File: config.mk
export PLATFORM = sky130hd
export DESIGN_NAME = pc_gen
export DESIGN_NICKNAME = d
export VERILOG_FILES = /design/src/rtl/pc_gen.sv
export SDC_FILE = /design/constraint.sdc
export NUM_CORES = 1
export LEC_CHECK = 0
export CORE_MARGIN = 4
export CORE_UTILIZATION = 40
export DETAILED_ROUTE_END_ITERATION = 12
export PLACE_DENSITY = 0.81
export RECOVER_POWER = 25
export SETUP_SLACK_MARGIN = 0.3
export SYNTH_ARGS = -nofsm -noshare
export SYNTH_HDL_FRONTEND = slang
export SYNTH_SLANG_ARGS = --single-unit
File: constraint.sdc
create_clock -name clk -period 3.1 [get_ports clk]
set_clock_uncertainty 0.2 [all_clocks]
set_input_delay 0.62 -clock clk [delete_from_list [all_inputs] [get_ports clk]]
set_output_delay 0.62 -clock clk [all_outputs]
set_load 0.005 [all_outputs]
File: src/rtl/pc_gen.sv
// rtl/pc_gen.sv - RV32I fetch-stage program counter with trap/redirect/stall/halt priority
module pc_gen #(
  parameter int unsigned           XLEN         = 32,
  parameter logic [XLEN-1:0]       RESET_VECTOR = XLEN'(32'h0000_0000),
  parameter logic [XLEN-1:0]       TRAP_VECTOR  = XLEN'(32'h0000_0100),
  parameter int unsigned           INC          = 4
) (
  input  logic            clk,
  input  logic            reset,
  input  logic            stall,
  input  logic            halt_req,
  input  logic            redirect_valid,
  input  logic [XLEN-1:0] redirect_target,
  input  logic            trap_valid,
  input  logic            fetch_ready,
  output logic [XLEN-1:0] pc,
  output logic [XLEN-1:0] pc_plus_inc,
  output logic            fetch_valid,
  output logic            misaligned_trap,
  output logic [XLEN-1:0] trap_epc
);

  // Vectors are always word aligned regardless of the parameter value given.
  localparam logic [XLEN-1:0] RESET_PC = {RESET_VECTOR[XLEN-1:2], 2'b00};
  localparam logic [XLEN-1:0] TRAP_PC  = {TRAP_VECTOR[XLEN-1:2], 2'b00};

  typedef enum logic [1:0] {
    BOOT = 2'd0,
    RUN  = 2'd1,
    HALT = 2'd2
  } state_t;

  state_t          state_q, state_d;
  logic [XLEN-1:0] pc_q, pc_d;
  logic [XLEN-1:0] epc_q, epc_d;
  logic            mis_q, mis_d;
  logic            target_misaligned;

  assign target_misaligned = (redirect_target[1:0] != 2'b00);
  assign pc_plus_inc       = pc_q + XLEN'(INC);

  always_comb begin
    state_d = state_q;
    pc_d    = pc_q;
    epc_d   = epc_q;
    mis_d   = 1'b0;
    case (state_q)
      BOOT: state_d = RUN;
      RUN, HALT: begin
        if (trap_valid) begin
          state_d = RUN;
          pc_d    = TRAP_PC;
          epc_d   = pc_q;
        end else if (redirect_valid && target_misaligned) begin
          state_d = RUN;
          pc_d    = TRAP_PC;
          epc_d   = redirect_target;
          mis_d   = 1'b1;
        end else if (redirect_valid) begin
          state_d = RUN;
          pc_d    = redirect_target;
        end else if (state_q == RUN) begin
          if (halt_req) begin
            state_d = HALT;
          end else if (!stall && fetch_ready) begin
            pc_d = pc_plus_inc;
          end
        end else if (!halt_req) begin
          state_d = RUN;
        end
      end
      default: state_d = BOOT;
    endcase
  end

  always_ff @(posedge clk or negedge reset) begin
    if (!reset) begin
      state_q <= BOOT;
      pc_q    <= RESET_PC;
      epc_q   <= '0;
      mis_q   <= 1'b0;
    end else begin
      state_q <= state_d;
      pc_q    <= pc_d;
      epc_q   <= epc_d;
      mis_q   <= mis_d;
    end
  end

  assign pc              = pc_q;
  assign fetch_valid     = (state_q == RUN);
  assign misaligned_trap = mis_q;
  assign trap_epc        = epc_q;

endmodule

# Word level (Yosys, flattened, before mapping)
# Index checks and enable logic that the tools add are counted.
[op_classes]
muxes = 18
div_mod_pow = 0
multipliers = 0
add_sub_neg = 1
reduce_logical = 12
n_bitwise = 0
order_cmp = 0
n_shift = 0
n_eq_ne = 5
[op_table]
columns = ["op", "count"]
rows = [
  ["32-bit two-way mux", 8],
  ["32-bit by 3-bit adder with 32-bit output (second input constant)", 1],
  ["2-bit two-way mux", 6],
  ["6-bit inequality test (second input constant)", 2],
  ["4-bit nonzero test", 2],
  ["4-bit by 1-bit inequality test with 1-bit output (second input constant)", 1],
  ["2-bit case mux with 2 select lines", 1],
  ["2-bit AND reduction", 2],
  ["4-bit AND reduction", 1],
  ["2-bit nonzero test", 2],
  ["1-bit two-way mux", 3],
  ["2-bit by 1-bit == test with 1-bit output (second input constant)", 1],
  ["2-bit == test (second input constant)", 1],
  ["1-bit logical AND", 2],
  ["2-bit zero test", 1],
  ["2-bit OR reduction", 1],
  ["1-bit zero test", 1],
]
[totals]
romBits = 0
ramBits = 0
latchBits = 0
out_inout_bits = 98
inputBits = 39
regBits = 67
n_memories = 0
word_cells = 40

# Depth between registers and ports, before layout
[depth]
word_depth = 8
depth_mapped = 8
ltp_nobuf = 7

# Worst setup path before layout
# OpenSTA, ideal clock, no wires.
[synth_timing]
path_kind = "reg-to-output"
from = "register pc_q[2], in the netlist pc[2]"
to = "output port pc_plus_inc[28]"
required_ps = 2280
path_slack_ps = 676
n_path_buf = 0
arrival_ps = 1604
path_stages_with_launch = 6
cell_sequence = "dfrtp_1 ha_1 nand4_4 nor3_1 nand4_1 xnor2_1"
[synth_between]
elab_chain_cells = 1
[synth_lines]
columns = ["item", "line", "text"]
rows = [
  ["from (decl)", "34", "logic [XLEN-1:0] pc_q, pc_d;"],
  ["from (signal assigned)", "84", "pc_q <= pc_d;"],
  ["32-bit by 3-bit adder with 32-bit output", "40", "assign pc_plus_inc = pc_q + XLEN'(INC);"],
  ["to (decl)", "17", "output logic [XLEN-1:0] pc_plus_inc,"],
]
# No other way between the ends.

# Worst setup path in the final report
[layout_timing]
from = "register pc_q[3], in the netlist pc[3]"
to = "output port pc_plus_inc[30]"
# Same word-level chain as after synthesis.

==> flow_summary_export.csv <==
group,metric,value,unit
status,status,"finished, violations left",
sta,fmax,334,MHz
logic_synthesis,ys_types,48,
floorplanning,core,0.0103,mm²
logic_synthesis,yosys_most_used_dff,"dfrtp_1",
final_layout,final_common_cell,"clkdlybuf4s50_1",
min_path,hold_end,"trap_epc[1]$_DFFE_PN0P_",
sta,drv_slew,33,
clock_network,clock_sinks,67,
clock_network,cts_max_level,3,
logic_synthesis,synth_area_leaders,"dfrtp_1 40%, mux2i_1 9.3%, o21ai_0 6.0%",
sta,period_needed,2990,ps
pwr,p_leak,3.11,nW
final_layout,utilization,65.6,%
floorplanning,fp.dieH,111,µm
placement,io_buffers,136,
logic_synthesis,synthSimpleGateAreaFrac,23.9,%
sta,setup_viol,0,
final_layout,final_nets,729,
global_routing,gr-total-overflow,0,
pwr,switching_power,1.68,mW
floorplanning,floorplan.rows,37,
worst_setup_path,critical_path_arrival,2170,ps
floorplanning,die_w,111,µm
detailed_routing,vias,4651,
logic_synthesis,netlist_area,0.00420,mm²
logic_synthesis,synthCells,471,
floorplanning,die_area,0.0122,mm²
pwr,switching_share,37.1,%
worst_setup_path,crit_path_max_fanout,4,
detailed_routing,drtPass1Iterations,5,
placement,gp_congestion,0.958,
final_layout,diodes,0,
logic_synthesis,synth_top_family_by_area,"simple AND/OR/NAND/NOR gates",
logic_synthesis,ys_ff_latch,67,
logic_synthesis,syn_nets,514,
pwr,pwr-share-clk,18.3,%
floorplanning,io_pins,137,
sta,finalHoldViolCount,0,
min_path,min_from,"trap_epc[1]$_DFFE_PN0P_",
final_layout,area_growth_syn_to_layout,60.3,%
logic_synthesis,netlist.area_leader.share,39.9,%
logic_synthesis,synth_compound_area_share,14.6,%
detailed_routing,routedWlPerCell,19.2,µm
logic_synthesis,synth-seq-area-share,39.9,%
min_path,holdPathStages,2,
sta,grt_setup_unrepaired,"true",
detailed_routing,ant_nets,0,
pwr,ir_drop,374,µV
global_routing,use_met2,41.7,%
global_routing,first_global_vias,4654,
detailed_routing,drc,0,
global_routing,grt_max_degree,38,
placement,place_hpwl,11000,µm
worst_setup_path,worst_ep_required_time,2280,ps
detailed_routing,drt_iter0_markers,343,
clock_network,tritoncts,"yes",
run,maxCapViolations,1,
global_routing,antenna_found_initial,0,
logic_synthesis,synthArstFlopShare,100,%
worst_setup_path,rr_startpoint,"pc[2]$_DFFE_PN0P_",
clock_network,root_buffer,"clkbuf_8",
worst_setup_path,r2r_slack,180,ps
worst_setup_path,path_class,"reg -> out",
logic_synthesis,synth_area_leader_cell,"dfrtp_1",
global_routing,grt_usage,24.8,%
worst_setup_path,startpoint_type,"flop",
pwr,combinationalPowerShare,50.2,%
sta,worst_pin_slew,1850,ps
min_path,hold_class,"reg -> reg",
worst_setup_path,end_kind,"output pin",
detailed_routing,via_per_inst,5.63,
logic_synthesis,synth_edf_count,0,
clock_network,postCtsHoldBufs,0,
clock_network,clk_latency,360,ps
sta,max-slew-margin-rel,-23.4,%
clock_network,cts_made_buffers,9,
status,violations,"capacitance limit, slew limit",
global_routing,grt_pass1_wl,24800,µm
pwr,intPower,2.85,mW
logic_synthesis,avgSynthCellArea,8.93,µm²
detailed_routing,wirelength,15900,µm
final_layout,drive_above_1_share,28.6,%
floorplanning,initial_core_util,40.9,%
logic_synthesis,yosysWarningCount,0,
logic_synthesis,synthMuxAreaShare,9.29,%
sta,setup_tns,0,ps
pwr,p_per_area,672,mW/mm²
sta,period_share,96.6,%
logic_synthesis,synthAdderAreaFrac,1.19,%
worst_setup_path,r2r_end,"pc[23]$_DFFE_PN0P_",
clock_network,cts.clk_slew.worst_paths,80,ps
global_routing,grt_use_met3,6.79,%
final_layout,final_cell_mix,"108 x clkdlybuf4s50_1, 102 x buf_4, 59 x nand2_1",
logic_synthesis,synth-xor-area-share,6.04,%
global_routing,busiest_layer,"met2",
clock_network,clockBufferDepth,2,
global_routing,use_met1,30.7,%
worst_setup_path,worstRegToRegCells,17,
pwr,power_frac_seq,31.5,%
## cell type report
| cell class | instances | area, µm² |
|---|---|---|
| Clock buffer | 9 | 124 |
| Timing Repair Buffer | 245 | 2140 |
| Multi-Input combinational cell | 356 | 2500 |
| Inverter | 7 | 26.3 |
| Fill cell | 845 | 3540 |
| Tap cell | 136 | 170 |
| Clock inverter | 6 | 90.1 |
| Sequential cell | 67 | 1690 |
## cell families (layout without fill, tap and decap cells)
| family | after synthesis | after routing |
|---|---|---|
| compound gates | 103 | 103 |
| xor+xnor | 29 | 29 |
| fa+ha+maj | 4 | 4 |
| buf+inv | 48 | 267 |
| flops | 67 | 67 |
| mux | 39 | 39 |
| simple gates | 181 | 181 |
## power by group through the flow
stage / sequential (mW) / clock, mW / combinational [mW]
final: 1.43 / 0.827 / 2.27
after global routing: 1.46 / 0.879 / 2.47
after CTS: 1.42 / 0.831 / 2.20
after detailed placement: 1.44 / 0 / 2.14
after global placement: 1.42 / 0 / 2.09
after floorplan: 1.42 / 0 / 0.841
## how the worst max path moves through the flow
| stage | startpoint | to | cells after the start |
|---|---|---|---|
| global route | pc[3]$_DFFE_PN0P_ | pc_plus_inc[30] | 8 |
| global placement | pc[3]$_DFFE_PN0P_ | pc_plus_inc[28] | 7 |
| floorplan | pc[2]$_DFFE_PN0P_ | pc_plus_inc[28] | 5 |
| CTS | pc[14]$_DFFE_PN0P_ | pc_plus_inc[20] | 7 |
| detailed placement | pc[3]$_DFFE_PN0P_ | pc_plus_inc[27] | 5 |
| finish | pc[3]$_DFFE_PN0P_ | pc_plus_inc[30] | 8 |
## Yosys cell counts (9+ instances only)
cell type and number:
dfrtp_1 67, xor2_1 9, buf_2 11, clkbuf_1 20
nand2_1 62, a21oi_1 15, o21ai_0 50, nand4_1 12
xnor2_1 20, nor2_1 28, nand3_1 22, mux2i_1 39
## metal layers
metal | routed length (µm) | up-vias
met5 | 0 | -
met4 | 416 | 0
met3 | 1170 | 37
met2 | 7790 | 244
met1 | 6520 | 2252
li1 | - | 2118
## worst max-delay path, stage by stage (launching register included)
cell and delay (ps):
dfrtp_2 400, ha_4 160, nand4_4 110, buf_4 180
nor4_4 300, buf_4 170, nand3_2 90, xnor2_1 140
dlygate4sd2_1 270
## through the flow
step                worst slack, ps  total power, mW  std cells  hold slack (ps)  instance area (µm²)
floorplan                       676             2.26        471              124                 4200
global placement                184             3.51        750              262                 5910
detailed placement              158             3.58        750              270                 5910
CTS                            92.2             4.45        806              150                 6520
global route                   24.4             4.81        826              305                 6740
finish                          106             4.53        826              281                 6740
## sequential cells by signal, summed over array words and instances (netlist names)
signal and cells:
pc 32, trap_epc 32, state_q 2, misaligned_trap 1
## timing repair
action | in CTS | in global routing
endpoints found under the setup margin | 26 | 21
pin swaps | 25 | 22
gates resized for setup | 73 | 43
endpoints found under the hold margin | 0 | 0
setup buffers | 41 | 20
Note: power is estimated with default switching activity, not from simulation.
